`config.mk`:
```
export PLATFORM = sky130hd
export DESIGN_NAME = param_loader
export DESIGN_NICKNAME = d
export VERILOG_FILES = /design/src/rtl/param_loader_pkg.sv /design/src/rtl/param_loader_bank.sv /design/src/rtl/param_loader.sv
export SDC_FILE = /design/constraint.sdc
export NUM_CORES = 2
export LEC_CHECK = 0
export CORE_MARGIN = 4
export CORE_UTILIZATION = 58
export CTS_CLUSTER_SIZE = 10
export DETAILED_ROUTE_END_ITERATION = 8
export PLACE_DENSITY = 0.82
export SLEW_MARGIN = 20
export SYNTH_ARGS = -nofsm -noshare
export SYNTH_HDL_FRONTEND = slang
export SYNTH_HIERARCHICAL = 1
export SYNTH_SLANG_ARGS = --single-unit
export TNS_END_PERCENT = 100
```
`constraint.sdc`:
```
create_clock -name clk -period 34.4 [get_ports clk]
set_input_delay 6.88 -clock clk [delete_from_list [all_inputs] [get_ports clk]]
set_output_delay 6.88 -clock clk [all_outputs]
set_load 0.005 [all_outputs]
```
`src/rtl/param_loader_pkg.sv`:
```
// Shared constants for the double-buffered parameter loader.
// Field codes, FSM state encoding and bank geometry.
package param_loader_pkg;

    localparam int NUM_CHANNELS = 16;
    localparam int WORD_W       = 16;
    localparam int CHAN_W       = 4;
    localparam int BANK_W       = NUM_CHANNELS * WORD_W;

    localparam logic [1:0] FIELD_AMP    = 2'd0;
    localparam logic [1:0] FIELD_OFFSET = 2'd1;
    localparam logic [1:0] FIELD_PHASE  = 2'd2;
    localparam logic [1:0] FIELD_CTRL   = 2'd3;

    localparam logic [1:0] ST_IDLE  = 2'd0;
    localparam logic [1:0] ST_RUN   = 2'd1;
    localparam logic [1:0] ST_DRAIN = 2'd2;
    localparam logic [1:0] ST_SWAP  = 2'd3;

    // Bit offset of a channel's word within a flat bank vector
    function automatic logic [7:0] word_base(input logic [CHAN_W-1:0] chan);
        return {chan, 4'b0000};
    endfunction

endpackage

```
`src/rtl/param_loader_bank.sv`:
```
// param_bank: 16x16 amp/offset/phaseword register file.
// Single-word write port plus a whole-bank parallel load.
module param_bank
    import param_loader_pkg::*;
(
    input  logic              clk,
    input  logic              reset,
    input  logic              we,
    input  logic [1:0]        field,
    input  logic [CHAN_W-1:0] chan,
    input  logic [WORD_W-1:0] data,
    input  logic              load,
    input  logic [BANK_W-1:0] load_amps,
    input  logic [BANK_W-1:0] load_offsets,
    input  logic [BANK_W-1:0] load_phases,
    output logic [BANK_W-1:0] amps,
    output logic [BANK_W-1:0] offsets,
    output logic [BANK_W-1:0] phases
);

    // Bulk load wins over a word write; a write touches one lane only
    always_ff @(posedge clk or posedge reset) begin
        if (reset) begin
            amps    <= '0;
            offsets <= '0;
            phases  <= '0;
        end else if (load) begin
            amps    <= load_amps;
            offsets <= load_offsets;
            phases  <= load_phases;
        end else if (we) begin
            case (field)
                FIELD_AMP:    amps[word_base(chan) +: WORD_W]    <= data;
                FIELD_OFFSET: offsets[word_base(chan) +: WORD_W] <= data;
                FIELD_PHASE:  phases[word_base(chan) +: WORD_W]  <= data;
                default: ;
            endcase
        end
    end

endmodule

```
`src/rtl/param_loader.sv`:
```
// param_loader: shadow/live parameter banks with drained swap.
// Optional live-bank readback port under PARAM_READBACK_EN.
module param_loader
    import param_loader_pkg::*;
#(
    parameter int DRAIN_CYCLES = 4
) (
    input  logic                     clk,
    input  logic                     reset,
    input  logic                     wr_valid,
    output logic                     wr_ready,
    input  logic [1:0]               wr_field,
    input  logic [CHAN_W-1:0]        wr_chan,
    input  logic [WORD_W-1:0]        wr_data,
    input  logic                     commit,
`ifdef PARAM_READBACK_EN
    input  logic [1:0]               rd_field,
    input  logic [CHAN_W-1:0]        rd_chan,
    output logic [WORD_W-1:0]        rd_data,
`endif
    output logic signed [BANK_W-1:0] amps,
    output logic [BANK_W-1:0]        offsets,
    output logic [BANK_W-1:0]        phasewords,
    output logic                     active,
    output logic                     busy
);

    localparam logic [3:0] DRAIN_LAST = 4'(DRAIN_CYCLES - 1);

    logic [1:0]        state;
    logic [3:0]        cnt;
    logic              shadow_en;
    logic              live_en;
    logic              accept;
    logic              swapping;
    logic [BANK_W-1:0] sh_amps;
    logic [BANK_W-1:0] sh_offsets;
    logic [BANK_W-1:0] sh_phases;
    logic [BANK_W-1:0] lv_amps;
    logic [BANK_W-1:0] lv_offsets;
    logic [BANK_W-1:0] lv_phases;

    assign wr_ready = (state != ST_SWAP);
    assign accept   = wr_valid && wr_ready;
    assign swapping = (state == ST_SWAP);

    param_bank u_shadow (
        .clk          (clk),
        .reset        (reset),
        .we           (accept),
        .field        (wr_field),
        .chan         (wr_chan),
        .data         (wr_data),
        .load         (1'b0),
        .load_amps    ('0),
        .load_offsets ('0),
        .load_phases  ('0),
        .amps         (sh_amps),
        .offsets      (sh_offsets),
        .phases       (sh_phases)
    );

    param_bank u_live (
        .clk          (clk),
        .reset        (reset),
        .we           (1'b0),
        .field        (FIELD_AMP),
        .chan         ('0),
        .data         ('0),
        .load         (swapping),
        .load_amps    (sh_amps),
        .load_offsets (sh_offsets),
        .load_phases  (sh_phases),
        .amps         (lv_amps),
        .offsets      (lv_offsets),
        .phases       (lv_phases)
    );

    // Enable bits: shadow written by control field, live copied at swap
    always_ff @(posedge clk or posedge reset) begin
        if (reset) begin
            shadow_en <= 1'b0;
            live_en   <= 1'b0;
        end else begin
            if (accept && (wr_field == FIELD_CTRL))
                shadow_en <= wr_data[0];
            if (swapping)
                live_en <= shadow_en;
        end
    end

    // Sequencer: commits ignored while draining or swapping
    always_ff @(posedge clk or posedge reset) begin
        if (reset) begin
            state <= ST_IDLE;
            cnt   <= '0;
        end else begin
            case (state)
                ST_IDLE: begin
                    if (commit)
                        state <= ST_SWAP;
                end
                ST_RUN: begin
                    if (commit) begin
                        state <= ST_DRAIN;
                        cnt   <= '0;
                    end
                end
                ST_DRAIN: begin
                    if (cnt == DRAIN_LAST) begin
                        state <= ST_SWAP;
                        cnt   <= '0;
                    end else begin
                        cnt <= cnt + 4'd1;
                    end
                end
                default: begin
                    state <= shadow_en ? ST_RUN : ST_IDLE;
                end
            endcase
        end
    end

    assign active     = (state == ST_RUN) && live_en;
    assign busy       = (state == ST_DRAIN) || (state == ST_SWAP);
    assign amps       = lv_amps;
    assign offsets    = lv_offsets;
    assign phasewords = lv_phases;

`ifdef PARAM_READBACK_EN
    // Registered readback of one live word
    always_ff @(posedge clk or posedge reset) begin
        if (reset) begin
            rd_data <= '0;
        end else begin
            case (rd_field)
                FIELD_AMP:    rd_data <= lv_amps[word_base(rd_chan) +: WORD_W];
                FIELD_OFFSET: rd_data <= lv_offsets[word_base(rd_chan) +: WORD_W];
                FIELD_PHASE:  rd_data <= lv_phases[word_base(rd_chan) +: WORD_W];
                default:      rd_data <= {15'b0, live_en};
            endcase
        end
    end
`endif

endmodule
```
==> flow_metrics.env <==
export IMPL_syn_to_final_growth_pct=20.3
export IMPL_antenna_found_initial=13
export IMPL_ys_seq_area_share_pct=49.8
export IMPL_postCtsResizedCells=0
export IMPL_hold_buffers=0
export IMPL_violations="slew limit"
export IMPL_route_detailed_wl_per_inst_um=28.9
export IMPL_grt_first_pass_wirelength_um=411000
export IMPL_final_cell_mix="dfrtp_1 (1544), conb_1 (903), clkdlybuf4s50_1 (780)"
export IMPL_htreeDepth=4
export IMPL_port_buffers=796
export IMPL_maxSlewHeadroom_pct=-289
export IMPL_grt_overflow=0
export IMPL_dp_hpwl_um=167000
export IMPL_cts_setup_buffers=0
export IMPL_final_nets=7848
export IMPL_die_area_um2=140000
export IMPL_num_vias=63800
export IMPL_cpPeakStageDelay_ns=0.84
export IMPL_ys_async_sr_fraction_pct=100
export IMPL_finalSetupViolCount=0
export IMPL_die_w_um=374
export IMPL_die_y_um=374
export IMPL_numClockSinks=1544
export IMPL_yosys_register_bits=1544
export IMPL_cts_root_buf="clkbuf_16"
export IMPL_clockBufferDepth=3
export IMPL_hold_viol=0
export IMPL_crit_path_frequent_cell="buf_4"
export IMPL_crit_slowest_cell="buf_4"
export IMPL_start_kind="primary input"
export IMPL_clkSlewWorstSetupHoldPaths_ns=0.05
export IMPL_crit_chain="clkdlybuf4s50_1 > inv_8 > buf_4 > buf_4 > buf_4"
export IMPL_period_share_pct=29.3
export IMPL_layout_commonest_cell="dfrtp_1"
export IMPL_p_leak_nw=40.7
export IMPL_grtUsageTotal_pct=38.5
export IMPL_path_class="primary input to async pin"
export IMPL_first_pass_iters=9
export IMPL_avgSynthCellArea_um2=11.7
export IMPL_maxCapViolations=0
export IMPL_p_per_area_nw_per_um2=72.8
export IMPL_yosys_warnings=6
export IMPL_skew_ns=0.0248
export IMPL_clk_latency_ns=0.83
export IMPL_rows=133
export IMPL_cts_tree="built"
export IMPL_placed_cell_area_um2=88400
export IMPL_synth_edf_count=0
export IMPL_ios=797
export IMPL_drtIter0Drc=9057
export IMPL_cpLargestDelayFamily="buffers and inverters"
export IMPL_route_detailed_drc=0
export IMPL_place_congestion=0.864
export IMPL_routed_wl_um=277000
export IMPL_ir_drop_v=0.0000568
export IMPL_initial_utilization_pct=58.7
export IMPL_synth_area_um2=77600
export IMPL_crit_fanout=118
export IMPL_cts_made_buffers=175
export IMPL_fin_setup_tns_ns=0
export IMPL_status="complete, but fails checks"
export IMPL_fmax_mhz=99.4
export IMPL_synth_cells=6617
export IMPL_viasPerCell=6.64
export IMPL_grt_pass1_vias=63000
export IMPL_maxSlewViolCount=1412
export IMPL_grt_setup_unrepaired="no"
export IMPL_finalInstanceArea_um2=93400
export IMPL_fin_crit_ns=10.06
export IMPL_grt_max_degree=1197
export IMPL_worstPathArrival_ns=10.88
export IMPL_coreArea_um2=132000
export IMPL_yosys_cell_types_count=67
export IMPL_drive_gt1_share_pct=11.6
export IMPL_worstHoldPathType="flop to flop"
export IMPL_synth_ff_type="dfrtp_1"
export IMPL_drt_antenna_violating_nets=0
export IMPL_critPathBufInv=5
export IMPL_cp_end_kind="async pin"
export IMPL_tightestPinTransition_ns=5.84
export IMPL_worstPathRequired_ns=35.22
==> registers in the layout (all words and copies together), names as in the netlist <==
signal / cells
shadow_en: 1
state: 2
u_shadow/offsets: 256
u_live/phases: 256
u_live/amps: 256
u_shadow/phases: 256
live_en: 1
u_live/offsets: 256
u_shadow/amps: 256
cnt: 4
==> synth_stat cells (all sizes together) (14+ instances only) <==
cell    number  area share (%)
dfrtp     1544              50
o21ai      293             1.9
a221o      480             6.2
mux2i       96             1.2
a22o       384             4.3
nand2      555             2.7
a21oi      210             1.6
clkbuf     463             2.2
a31oi       28            0.69
a211oi      30            0.72
nor2b      227             1.8
buf        318             2.4
mux2       770              12
nor2        23            0.13
o31ai      384             3.7
a41oi      192             2.2
nor3b      488             4.8
nand2b      14            0.14
==> cell families after synthesis <==
kind of cell / Yosys count / share of synthesized area [%]
DFF: 1544 / 49.8
and+or+nand+nor: 1373 / 10.4
buffers and inverters: 791 / 4.73
xor gates and xnor gates: 4 / 0.0451
other: 1 / 0.00483
adders and majority gates: 7 / 0.113
muxes: 866 / 13.0
AOI/OAI and AO/OA: 2031 / 22.0
==> path summary, 6_finish.rpt <==
| check | to | cells past startpoint | slack [ns] | start |
|---|---|---|---|---|
| min in group asynchronous | shadow_en | 2 | 6.68 | reset |
| min | u_live/offsets[9] | 2 | 0.48 | u_shadow/offsets[9] |
| max reg2reg | u_live/phases[109] | 8 | 28.51 | state[0] |
| min reg2reg | u_live/offsets[9] | 2 | 0.48 | u_shadow/offsets[9] |
| max in group clk | u_shadow/phases[188] | 6 | 24.44 | wr_chan[0] |
| max | u_shadow/offsets[170] | 5 | 24.34 | reset |
==> worst register-to-register path: stages (launching register included) <==
cell and delay, ns:
dfrtp_1 0.55, nand2_1 0.32, inv_8 0.63, buf_4 0.95, buf_4 0.90, buf_4 0.87
buf_4 0.98, nor3b_1 0.25, a221o_1 0.33
==> report_power, final <==
part           switching (W)  internal, W
registers           0.000430      0.00228
clock network       0.000747     0.000941
logic                0.00112      0.00127
==> metrics by stage <==
stage	setup slack [ns]	hold slack (ns)	std cells	total power (W)	utilization, %
2_1_floorplan	5.96	0.453	7519	0.00376	-
3_3_place_gp	23.39	0.465	9389	0.00492	66.8
3_5_place_dp	23.28	0.470	9391	0.00499	66.8
4_1_cts	24.14	0.486	9603	0.00668	70.5
5_1_grt	23.90	0.500	9608	0.00703	70.6
6_report	24.34	0.481	9612	0.00679	70.6
==> routing by layer <==
metal / wire [µm] / track usage (%) / vias to the layer above
met5: 66 / 0 / -
met4: 20800 / 24.6 / 10
met3: 30000 / 10.4 / 1008
met2: 122000 / 56.9 / 4354
met1: 104000 / 50.3 / 31900
li1: - / - / 26500
==> area by class of cell <==
class / count / area (µm²)
Timing Repair Buffer: 900 / 8740
Sequential cell: 1544 / 38600
Clock inverter: 14 / 270
Antenna cell: 7 / 17.5
Clock buffer: 198 / 4610
Multi-Input combinational cell: 5184 / 38800
Inverter: 10 / 60.1
Tap cell: 1755 / 2200
Fill cell: 9251 / 38900
Power figures use the tool's default switching activity.
